<file path="src/rtl/rst_seq_ctrl.sv">
// PLL/reset sequencer: pulses the PLL reset, qualifies lock over time, then releases
// NUM_RST active-low reset domains one at a time in index order.
module rst_seq_ctrl #(
  parameter int NUM_RST         = 4,
  parameter int PLL_RST_CYC     = 8,
  parameter int LOCK_STABLE_CYC = 1024,
  parameter int LOCK_TIMEOUT    = 65536,
  parameter int STAGE_GAP       = 16
) (
  input  logic               ext_clk,
  input  logic               ext_rst_n,
  input  logic               pll_locked,
  input  logic               soft_rst_req,
  output logic               pll_areset,
  output logic [NUM_RST-1:0] rst_n,
  output logic               seq_done,
  output logic [7:0]         retry_cnt,
  output logic [7:0]         lock_lost_cnt,
  output logic [2:0]         state_o
);

  localparam int REL_CYC = STAGE_GAP * NUM_RST;
  localparam int MAX_A   = (PLL_RST_CYC > LOCK_STABLE_CYC) ? PLL_RST_CYC : LOCK_STABLE_CYC;
  localparam int MAX_B   = (LOCK_TIMEOUT > REL_CYC) ? LOCK_TIMEOUT : REL_CYC;
  localparam int MAX_CYC = (MAX_A > MAX_B) ? MAX_A : MAX_B;
  localparam int CNT_W   = $clog2(MAX_CYC) + 1;

  localparam logic [CNT_W-1:0] PLL_LAST     = CNT_W'(PLL_RST_CYC - 1);
  localparam logic [CNT_W-1:0] TIMEOUT_LAST = CNT_W'(LOCK_TIMEOUT - 1);
  localparam logic [CNT_W-1:0] STABLE_LAST  = CNT_W'(LOCK_STABLE_CYC - 1);
  localparam logic [CNT_W-1:0] GAP_LAST     = CNT_W'(STAGE_GAP - 1);
  localparam logic [CNT_W-1:0] REL_LAST     = CNT_W'(REL_CYC - 1);

  typedef enum logic [2:0] {
    PLL_RST   = 3'd0,
    WAIT_LOCK = 3'd1,
    STABLE    = 3'd2,
    RELEASE   = 3'd3,
    RUN       = 3'd4,
    HOLD      = 3'd5
  } state_t;

  state_t             state_q, state_d;
  logic [CNT_W-1:0]   cnt_q, cnt_d;
  logic [1:0]         rst_sync_q, rst_sync_d;
  logic [1:0]         lock_sync_q, lock_sync_d;
  logic               pll_areset_q, pll_areset_d;
  logic [NUM_RST-1:0] rst_n_q, rst_n_d;
  logic               seq_done_q, seq_done_d;
  logic [7:0]         retry_q, retry_d;
  logic [7:0]         lost_q, lost_d;
  logic               rst_ok;
  logic               lock_s;

  // Assertion of ext_rst_n is immediate; release reaches the FSM two edges later.
  assign rst_sync_d  = {rst_sync_q[0], 1'b1};
  assign lock_sync_d = {lock_sync_q[0], pll_locked};
  assign rst_ok      = rst_sync_q[1];
  assign lock_s      = lock_sync_q[1];

  always_ff @(posedge ext_clk or negedge ext_rst_n) begin
    if (!ext_rst_n) begin
      state_q      <= PLL_RST;
      cnt_q        <= '0;
      rst_sync_q   <= '0;
      lock_sync_q  <= '0;
      pll_areset_q <= 1'b1;
      rst_n_q      <= '0;
      seq_done_q   <= 1'b0;
      retry_q      <= '0;
      lost_q       <= '0;
    end else begin
      state_q      <= state_d;
      cnt_q        <= cnt_d;
      rst_sync_q   <= rst_sync_d;
      lock_sync_q  <= lock_sync_d;
      pll_areset_q <= pll_areset_d;
      rst_n_q      <= rst_n_d;
      seq_done_q   <= seq_done_d;
      retry_q      <= retry_d;
      lost_q       <= lost_d;
    end
  end

  always_comb begin
    state_d = state_q;
    if (!rst_ok) begin
      state_d = PLL_RST;
    end else begin
      unique case (state_q)
        PLL_RST:   if (cnt_q == PLL_LAST) state_d = WAIT_LOCK;
        WAIT_LOCK: begin
          if (lock_s)                     state_d = STABLE;
          else if (cnt_q == TIMEOUT_LAST) state_d = PLL_RST;
        end
        STABLE: begin
          if (!lock_s)                    state_d = WAIT_LOCK;
          else if (cnt_q == STABLE_LAST)  state_d = RELEASE;
        end
        RELEASE: begin
          if (!lock_s)                    state_d = WAIT_LOCK;
          else if (cnt_q == REL_LAST)     state_d = RUN;
        end
        // Lock loss outranks a simultaneous soft request.
        RUN: begin
          if (!lock_s)                    state_d = WAIT_LOCK;
          else if (soft_rst_req)          state_d = HOLD;
        end
        HOLD:      if (cnt_q == GAP_LAST) state_d = RELEASE;
        default:   state_d = PLL_RST;
      endcase
    end

    cnt_d = cnt_q + 1'b1;
    if (!rst_ok || state_d != state_q || state_q == RUN) cnt_d = '0;
  end

  always_comb begin
    pll_areset_d = (state_d == PLL_RST);
    seq_done_d   = (state_d == RUN);

    rst_n_d = '0;
    if (state_d == RUN) begin
      rst_n_d = '1;
    end else if (state_d == RELEASE) begin
      rst_n_d = rst_n_q;
      if (state_q == RELEASE) begin
        for (int i = 0; i < NUM_RST; i++) begin
          if (cnt_q == CNT_W'(STAGE_GAP * (i + 1) - 1)) rst_n_d[i] = 1'b1;
        end
      end
    end

    retry_d = retry_q;
    if (state_q == WAIT_LOCK && state_d == PLL_RST && retry_q != 8'hFF)
      retry_d = retry_q + 8'd1;

    lost_d = lost_q;
    if ((state_q == RELEASE || state_q == RUN) && state_d == WAIT_LOCK && lost_q != 8'hFF)
      lost_d = lost_q + 8'd1;
  end

  assign pll_areset    = pll_areset_q;
  assign rst_n         = rst_n_q;
  assign seq_done      = seq_done_q;
  assign retry_cnt     = retry_q;
  assign lock_lost_cnt = lost_q;
  assign state_o       = state_q;

endmodule
</file>
<file path="config.mk">
export PLATFORM = sky130hd
export DESIGN_NAME = rst_seq_ctrl
export DESIGN_NICKNAME = d
export VERILOG_FILES = /design/src/rtl/rst_seq_ctrl.sv
export SDC_FILE = /design/constraint.sdc
export NUM_CORES = 1
export LEC_CHECK = 0
export CORE_UTILIZATION = 45
export CTS_CLUSTER_SIZE = 12
export DETAILED_ROUTE_END_ITERATION = 6
export PLACE_DENSITY = 0.66
export SYNTH_ARGS = -nofsm -noshare
export SYNTH_HDL_FRONTEND = slang
export SYNTH_SLANG_ARGS = --single-unit
export TNS_END_PERCENT = 20
</file>
<file path="constraint.sdc">
create_clock -name ext_clk -period 3.5 [get_ports ext_clk]
set_input_delay 0.875 -clock ext_clk [delete_from_list [all_inputs] [get_ports ext_clk]]
set_output_delay 0.875 -clock ext_clk [all_outputs]
set_load 0.05 [all_outputs]
</file>
==> results of run 1 <==
-- placed cells by master, fill, tap and decap left out, types with 2 or more instances in the layout --
master / count
dfrtp_1: 45
and2_1: 2
and3_1: 8
nand4_1: 6
o21ai_0: 9
nand2b_1: 2
buf_4: 4
or2_2: 2
nor4_4: 4
nand2_1: 19
nor2_1: 14
nand3_1: 18
clkbuf_8: 6
ha_1: 4
a31oi_1: 3
nand3b_1: 2
nor3_1: 4
xnor2_1: 23
clkdlybuf4s50_1: 27
inv_1: 8
a21oi_1: 3
nor2b_1: 2
xor2_1: 5
nor4_2: 10
nor4_1: 8
and4_1: 2
-- logic make-up after synthesis --
| kind of cell | synth area share |
|---|---|
| simple gates | 0.305 |
| flops | 0.452 |
| xor+xnor | 0.107 |
| compound gates | 0.0701 |
| buf+inv | 0.0412 |
| fa+ha+maj | 0.0196 |
| other cells | 0.00147 |
| mux | 0.00441 |
-- flip-flops by register name, indices dropped and copies added, names as in the netlist --
name	count
lock_lost_cnt	8
pll_areset	1
retry_cnt	8
seq_done	1
lock_sync_q	2
rst_sync_q	2
cnt_q	17
state_o	3
rst_n	4
-- per-layer routing --
layer | track usage | vias to the layer above | wire [um]
li1 | - | 910 | -
met1 | 0.234 | 866 | 2200
met2 | 0.301 | 37 | 2300
met3 | 0.0381 | 7 | 162
met4 | 0.0585 | 0 | 54
met5 | 0 | - | 0
-- metrics by stage --
stage          setup WS (ps)  std cells  area (um2)
5_1_grt                  303        340        2970
3_3_place_gp             730        332        2870
3_5_place_dp             594        332        2870
4_1_cts                  587        340        2970
2_1_floorplan            926        238        2550
6_report                 607        340        2970
-- path summary, 6_finish.rpt --
path,from,to
setup reg to reg,cnt_q[3],cnt_q[12]
max in group asynchronous,ext_rst_n,cnt_q[4]
hold reg to reg,rst_sync_q[0],rst_sync_q[1]
hold / removal,rst_sync_q[0],rst_sync_q[1]
setup / recovery,cnt_q[3],cnt_q[12]
min in group asynchronous,ext_rst_n,lock_lost_cnt[4]
-- worst max-delay path: cells and delay by family (launching register included) --
family,cells,cell delay (ps)
compound gates,2,290
simple gates,8,1620
fa+ha+maj,1,140
flops,1,500
buf+inv,1,230
-- power by group through the flow --
stage / combinational (mW) / clock [mW] / sequential [mW]
floorplan: 0.0216 / 0 / 0.570
global placement: 0.0580 / 0 / 0.559
detailed placement: 0.0585 / 0 / 0.560
CTS: 0.0587 / 0.351 / 0.549
global route: 0.0629 / 0.372 / 0.551
finish: 0.0571 / 0.341 / 0.549
-- cell type report --
| type | instances | area, um2 |
|---|---|---|
| Clock buffer | 6 | 82.6 |
| Clock inverter | 2 | 12.5 |
| Fill cell | 508 | 2510 |
| Multi-Input combinational cell | 174 | 1290 |
| Tap cell | 72 | 90.1 |
| Inverter | 8 | 30.0 |
| Sequential cell | 46 | 1150 |
| Timing Repair Buffer | 32 | 305 |
==> flow_metrics.env, run 1 <==
export IMPL_yosysUniqueCellTypes=54
export IMPL_p_int_mw=0.718
export IMPL_hold_path_class="reg -> reg"
export IMPL_start_kind="flop"
export IMPL_htreeDepth=2
export IMPL_postRouteAntennaNets=0
export IMPL_worst_ir_drop_vdd_uv=158
export IMPL_status="finished, final reports clean"
export IMPL_worst_setup_path_end_kind="flop"
export IMPL_drive_gt1_frac=0.153
export IMPL_clockBufferDepth=2
export IMPL_insertedDiodeCount=0
export IMPL_initial_utilization=0.466
export IMPL_synth_fp_nets=246
export IMPL_power_mw=0.947
export IMPL_critical_path_peak_fanout=17
export IMPL_cp_slowest_cell="dfrtp_1"
export IMPL_die_y_um=77.3
export IMPL_drv_slew=0
export IMPL_fin_crit_ps=2890
export IMPL_yosys_warnings=0
export IMPL_grt_usage=0.181
export IMPL_coreArea_um2=5470
export IMPL_hold_slack_ps=348
export IMPL_drc=0
export IMPL_rows=27
export IMPL_layout_nets=275
export IMPL_synth_edf_count=0
export IMPL_gr_total_overflow=0
export IMPL_required_ps=3700
export IMPL_port_buffers=28
export IMPL_crit_arrival_ps=3100
export IMPL_netlist_area_um2=2550
export IMPL_async_reset_ff_frac=1.00
export IMPL_max_stage_delay_ps=500
export IMPL_synth_area_top_cells="dfrtp_1, xnor2_1, nor4_2, nand3_1, nor4_4"
export IMPL_place_gp_congestion=0.828
export IMPL_grt_max_degree=47
export IMPL_synth_most_common_cell="dfrtp_1"
export IMPL_clk_latency_ps=300
export IMPL_dr_pass1_iters=6
export IMPL_synth_commonest_cells="dfrtp_1, xnor2_1, nand2_1"
export IMPL_postSynthAreaPerCell_um2=10.7
export IMPL_clk_pin_slew_ps=90
export IMPL_holdPathStages=0
export IMPL_pwr_share_comb=0.060
export IMPL_hpwl_mm=3.37
export IMPL_grt_pass1_wl_mm=8.65
export IMPL_synth_seq_area_share=0.452
export IMPL_routedWlPerCell_um=13.9
export IMPL_drt_initial_drc_count=94
export IMPL_root_buffer="clkbuf_8"
export IMPL_switching_power_mw=0.229
export IMPL_clkPwrFrac=0.360
export IMPL_clock_fmax_mhz=346
export IMPL_vias=1820
export IMPL_worst_pin_slew_ps=1010
export IMPL_grt_pass1_vias=1875
export IMPL_worstPathCellList="and3_1 -> nand2_1 -> nor2_1 -> and4_1 -> ha_1 -> nor2_1 -> o21ai_0 -> a21oi_1 -> nor4_1 -> nor3_4 -> buf_4 -> nor4_2"
export IMPL_cts_hold_buf=0
export IMPL_rrSetupSlack_ps=610
export IMPL_rsz0062_at_grt="no"
export IMPL_die_area_um2=5970
export IMPL_p_seq_frac=0.580
export IMPL_cts_sinks=46
export IMPL_synth_seq_cells=46
export IMPL_setup_viol=0
export IMPL_p_leak_nw=1.21
export IMPL_slew_headroom=0.329
export IMPL_finalWirelength_mm=4.72
export IMPL_final_util=0.542
export IMPL_swShare=0.242
export IMPL_cts_tree="built"
export IMPL_power_density_nw_per_um2=319
export IMPL_die_width_um=77.3
export IMPL_antenna_found_initial=0
export IMPL_clock_skew_ps=6.32
export IMPL_cts_inserted_buffers=5
export IMPL_syn2layout_area_growth_pct=16.3
export IMPL_synthCells=238
export IMPL_synth_top_area_share=0.441
export IMPL_ios=29
export IMPL_tns_ps=0
export IMPL_via_per_inst=5.35
export IMPL_synth_ff_type="dfrtp_1"
export IMPL_drv_cap=0
export IMPL_reg2reg_depth=12
export IMPL_timing_final_crit_share=0.827
export IMPL_post_cts_buffers=0
export IMPL_cts_resized_gates=0
export IMPL_path_class="reg -> reg"
export IMPL_synth_area_leader_cell="dfrtp_1"
export IMPL_critPathMostFrequentCell="nor2_1"
export IMPL_hold_viol_final=0
Note: power is estimated with default switching activity, not from simulation.
==> run 2, diff against run 1 <==
--- a/config.mk
+++ b/config.mk
@@ -8,7 +8,7 @@
 export CORE_UTILIZATION = 45
 export CTS_CLUSTER_SIZE = 12
 export DETAILED_ROUTE_END_ITERATION = 6
-export PLACE_DENSITY = 0.66
+export PLACE_DENSITY = 0.69
 export SYNTH_ARGS = -nofsm -noshare
 export SYNTH_HDL_FRONTEND = slang
 export SYNTH_SLANG_ARGS = --single-unit
==> constraint.sdc (replaced) <==
create_clock -name ext_clk -period 2.55 [get_ports ext_clk]
set_input_delay 0.6375 -clock ext_clk [delete_from_list [all_inputs] [get_ports ext_clk]]
set_output_delay 0.6375 -clock ext_clk [all_outputs]
set_load 0.05 [all_outputs]
==> flow_metrics.env, run 2 (same netlist as run 1, synthesis figures left out) <==
export IMPL_setup_viol=0
export IMPL_cp_slowest_cell="clkdlybuf4s50_1"
export IMPL_grt_pass1_wl_mm=9.19
export IMPL_hold_path_class="reg -> reg"
export IMPL_p_leak_nw=1.31
export IMPL_clock_skew_ps=10.5
export IMPL_timing_rr_start="cnt_q[0]"
export IMPL_via_per_inst=5.40
export IMPL_dr_pass1_iters=4
export IMPL_layout_nets=287
export IMPL_finalWirelength_mm=5.17
export IMPL_worst_setup_path_end_kind="primary output"
export IMPL_rrSetupSlack_ps=170
export IMPL_insertedDiodeCount=0
export IMPL_clock_fmax_mhz=404
export IMPL_routedWlPerCell_um=14.7
export IMPL_initial_utilization=0.466
export IMPL_cts_sinks=46
export IMPL_cts_tree="built"
export IMPL_start_kind="flop"
export IMPL_drv_slew=0
export IMPL_place_gp_congestion=0.829
export IMPL_coreArea_um2=5470
export IMPL_clockBufferDepth=2
export IMPL_crit_arrival_ps=1840
export IMPL_cts_inserted_buffers=5
export IMPL_syn2layout_area_growth_pct=23.5
export IMPL_vias=1901
export IMPL_worstPathCellList="clkdlybuf4s50_1"
export IMPL_rows=27
export IMPL_stdcell_count=352
export IMPL_cpLargestDelayFamily="buffers and inverters"
export IMPL_gr_total_overflow=0
export IMPL_antenna_found_initial=0
export IMPL_postRouteAntennaNets=0
export IMPL_r2r_end="cnt_q[3]"
export IMPL_die_y_um=77.3
export IMPL_grt_max_degree=47
export IMPL_dp_cells=344
export IMPL_grt_usage=0.196
export IMPL_worst_ir_drop_vdd_uv=293
export IMPL_grt_pass1_vias=1867
export IMPL_cp_buffers_inverters=1
export IMPL_htreeDepth=2
export IMPL_clk_pin_slew_ps=90
export IMPL_fill_cells=508
export IMPL_hpwl_mm=3.65
export IMPL_rsz0062_at_grt="yes"
export IMPL_most_common_layout_cells="dfrtp_1, clkdlybuf4s50_1, xnor2_1"
export IMPL_drv_cap=0
export IMPL_multi_input_area_um2=1350
export IMPL_reg2reg_depth=9
export IMPL_timing_final_crit_share=0.970
export IMPL_critical_path_peak_fanout=13
export IMPL_drc=0
export IMPL_ff_latch_area_um2=1150
export IMPL_final_util=0.576
export IMPL_power_mw=1.37
export IMPL_drive_gt1_frac=0.221
export IMPL_required_ps=1910
export IMPL_slew_headroom=0.537
export IMPL_die_area_um2=5970
export IMPL_max_stage_delay_ps=890
export IMPL_status="finished, final reports clean"
export IMPL_regMostFlops="cnt_q"
export IMPL_drt_initial_drc_count=115
export IMPL_fin_crit_ps=2470
export IMPL_root_buffer="clkbuf_8"
export IMPL_port_buffers=28
export IMPL_final_common_cell="dfrtp_1"
export IMPL_die_width_um=77.3
export IMPL_power_density_nw_per_um2=435
export IMPL_cp_depth=1
export IMPL_endpoint="state_o[0]"
export IMPL_hold_viol_final=0
export IMPL_tns_ps=0
export IMPL_largest_register_ff_count=17
export IMPL_cts_hold_buf=0
export IMPL_clk_latency_ps=300
export IMPL_worst_pin_slew_ps=693
export IMPL_timing_critical_path_from="state_o[0]"
export IMPL_path_class="reg -> out"
export IMPL_ios=29
==> run 2: cell count changes in the layout (fill, tap and decap cells not counted), sizes merged <==
cell | before | now
clkinv | 1 | 2
bufinv | 0 | 1
buf | 5 | 17
clkinvlp | 1 | 0
clkdlybuf4s50 | 27 | 26
clkbuf | 6 | 5
dlymetal6s2s | 0 | 1
==> run 2: layer usage <==
| metal | track usage | part of all wire |
|---|---|---|
| met5 | 0 | 0 |
| met4 | 0.0736 | 0.019 |
| met1 | 0.262 | 0.47 |
| met3 | 0.0369 | 0.028 |
| met2 | 0.315 | 0.49 |
==> run 2: power by group <==
part,switching (mW),internal [mW]
combinational,0.0567,0.0318
sequential,0.0118,0.741
clock,0.241,0.288
==> run 2: what timing repair did <==
action,4_1_cts,5_1_grt
setup endpoints to repair,1,30
gates resized for setup,0,11
setup buffers,0,0
pin swaps,0,2
cloned,0,0
==> run 2: worst min path at each step <==
stage                              start              to  slack [ps]  depth (start not counted)
after global placement     rst_sync_q[0]   rst_sync_q[1]         340                          0
final                     lock_sync_q[0]  lock_sync_q[1]         360                          0
after floorplan           lock_sync_q[0]  lock_sync_q[1]         330                          0
after global routing       rst_sync_q[0]   rst_sync_q[1]         370                          0
after detailed placement  lock_sync_q[0]  lock_sync_q[1]         340                          0
after CTS                 lock_sync_q[0]  lock_sync_q[1]         360                          0
==> run 2: area by class of cell <==
class | count | area share
well taps | 72 | 0.0286
clock inverters | 3 | 0.0127
flip-flops and latches | 46 | 0.366
repair buffers | 44 | 0.134
multi-input cells | 174 | 0.428
inverters | 8 | 0.00953
clock buffers | 5 | 0.0218
==> run 2: metrics by stage <==
step                      cell area (um2)  worst slack, ps  hold slack [ps]
final                                3150             77.4              356
after global routing                 3150            -27.2              370
after CTS                            3100            -2.49              359
after detailed placement             2990             14.4              336
after global placement               2990             67.8              336
after floorplan                      2550             20.6              331
==> run 3, diff against run 2 <==
--- a/config.mk
+++ b/config.mk
@@ -5,6 +5,7 @@
 export SDC_FILE = /design/constraint.sdc
 export NUM_CORES = 1
 export LEC_CHECK = 0
+export CORE_ASPECT_RATIO = 1.2
 export CORE_UTILIZATION = 45
 export CTS_CLUSTER_SIZE = 12
 export DETAILED_ROUTE_END_ITERATION = 6
==> flow_metrics.env, run 3 (same netlist as run 1, synthesis figures left out) <==
export IMPL_status="complete, but fails checks"
export IMPL_violations="design-rule violations"
export IMPL_path_class="reg -> out"
export IMPL_p_seq_frac=0.498
export IMPL_dr_pass1_iters=6
export IMPL_timing_final_crit_share=0.956
export IMPL_worst_pin_slew_ps=628
export IMPL_vias=1943
export IMPL_cpLargestDelayFamily="buffers and inverters"
export IMPL_grt_pass1_wl_mm=8.58
export IMPL_syn2layout_area_growth_pct=25.2
export IMPL_regMostFlops="cnt_q"
export IMPL_antenna_found_initial=0
export IMPL_power_mw=1.51
export IMPL_grt_pass1_vias=1840
export IMPL_tns_ps=0
export IMPL_clock_skew_ps=5.81
export IMPL_most_common_layout_cells="dfrtp_1, clkdlybuf4s50_1, xnor2_1"
export IMPL_cts_sinks=46
export IMPL_design_area_um2=3190
export IMPL_drc=6
export IMPL_critical_path_peak_fanout=13
export IMPL_die_area_um2=5980
export IMPL_worst_setup_path_end_kind="primary output"
export IMPL_rsz0062_at_grt="no"
export IMPL_hold_slack_ps=349
export IMPL_place_gp_congestion=0.839
export IMPL_postRouteAntennaNets=0
export IMPL_ios=29
export IMPL_drv_cap=0
export IMPL_drive_gt1_frac=0.225
export IMPL_cts_inserted_buffers=5
export IMPL_grt_max_degree=47
export IMPL_layout_nets=291
export IMPL_finalWirelength_mm=5.02
export IMPL_routedWlPerCell_um=14.5
export IMPL_clk_latency_ps=300
export IMPL_power_density_nw_per_um2=473
export IMPL_swShare=0.210
export IMPL_htreeDepth=2
export IMPL_grt_usage=0.183
export IMPL_largest_register_ff_count=17
export IMPL_required_ps=1910
export IMPL_worstPathCellList="clkdlybuf4s50_1"
export IMPL_root_buffer="clkbuf_8"
export IMPL_crit_arrival_ps=1800
export IMPL_clkPwrFrac=0.443
export IMPL_die_y_um=84.5
export IMPL_p_int_mw=1.19
export IMPL_clk_pin_slew_ps=90
export IMPL_cp_buffers_inverters=1
export IMPL_initial_utilization=0.475
export IMPL_cts_hold_buf=0
export IMPL_cts_tree="built"
export IMPL_fin_crit_ps=2440
export IMPL_drt_initial_drc_count=90
export IMPL_postPlaceCellArea_um2=2990
export IMPL_drv_slew=0
export IMPL_setup_viol=0
export IMPL_final_common_cell="dfrtp_1"
export IMPL_clock_fmax_mhz=410
export IMPL_hold_path_class="reg -> reg"
export IMPL_switching_power_mw=0.317
export IMPL_final_util=0.595
export IMPL_slew_headroom=0.581
export IMPL_max_stage_delay_ps=880
export IMPL_coreArea_um2=5370
export IMPL_hpwl_mm=3.49
export IMPL_p_leak_nw=1.33
export IMPL_die_width_um=70.7
export IMPL_fill_cells=462
export IMPL_cp_slowest_cell="clkdlybuf4s50_1"
export IMPL_rows=29
export IMPL_start_kind="flop"
export IMPL_hold_viol_final=0
export IMPL_worst_ir_drop_vdd_uv=266
export IMPL_gr_total_overflow=0
export IMPL_via_per_inst=5.62
export IMPL_pwr_share_comb=0.059
export IMPL_port_buffers=28
export IMPL_clockBufferDepth=2
export IMPL_insertedDiodeCount=0
==> run 3: path summary, 6_finish.rpt <==
path | from | endpoint | slack (ps) | depth (start not counted)
max reg2reg | cnt_q[5] | cnt_q[4] | 160 | 12
max in group asynchronous | ext_rst_n | cnt_q[14] | 1740 | 2
max | state_o[0] | state_o[0] | 110 | 1
min | rst_sync_q[0] | rst_sync_q[1] | 350 | 0
min reg2reg | rst_sync_q[0] | rst_sync_q[1] | 350 | 0
min in group asynchronous | ext_rst_n | lock_lost_cnt[3] | 410 | 2
==> run 3: through the flow <==
step | worst slack, ps | std cells
6_report | 113 | 346
5_1_grt | 3.70 | 346
4_1_cts | 35.1 | 344
3_5_place_dp | 65.0 | 336
3_3_place_gp | 151 | 336
2_1_floorplan | 20.6 | 238
==> run 3: layout make-up <==
cell class	count	area, um2	share of cell area
Sequential cell	46	1150	0.361
Clock inverter	2	60.1	0.0188
Inverter	8	30.0	0.00940
Multi-Input combinational cell	174	1340	0.420
Clock buffer	6	82.6	0.0259
Timing Repair Buffer	48	450	0.141
Tap cell	62	77.6	0.0243
==> run 3: repair_timing <==
| item | in CTS | in global routing |
|---|---|---|
| gates resized for setup | 0 | 8 |
| setup endpoints to repair | 0 | 24 |
| buffers inserted | 0 | 2 |
==> run 3: routing by layer <==
layer  GRT usage  routed length, um  up-vias
met4      0.0600                 68        0
met2       0.328               2530       37
met1       0.221               2280      954
met5           0                  0        -
li1            -                  -      946
met3      0.0324                151        6
==> run 3: power by group through the flow <==
stage | combinational [mW] | clock, mW | sequential, mW
3_3_place_gp | 0.0858 | 0 | 0.766
3_5_place_dp | 0.0861 | 0 | 0.767
4_1_cts | 0.0866 | 0.680 | 0.752
6_report | 0.0891 | 0.668 | 0.752
5_1_grt | 0.0991 | 0.712 | 0.754
2_1_floorplan | 0.0297 | 0 | 0.782
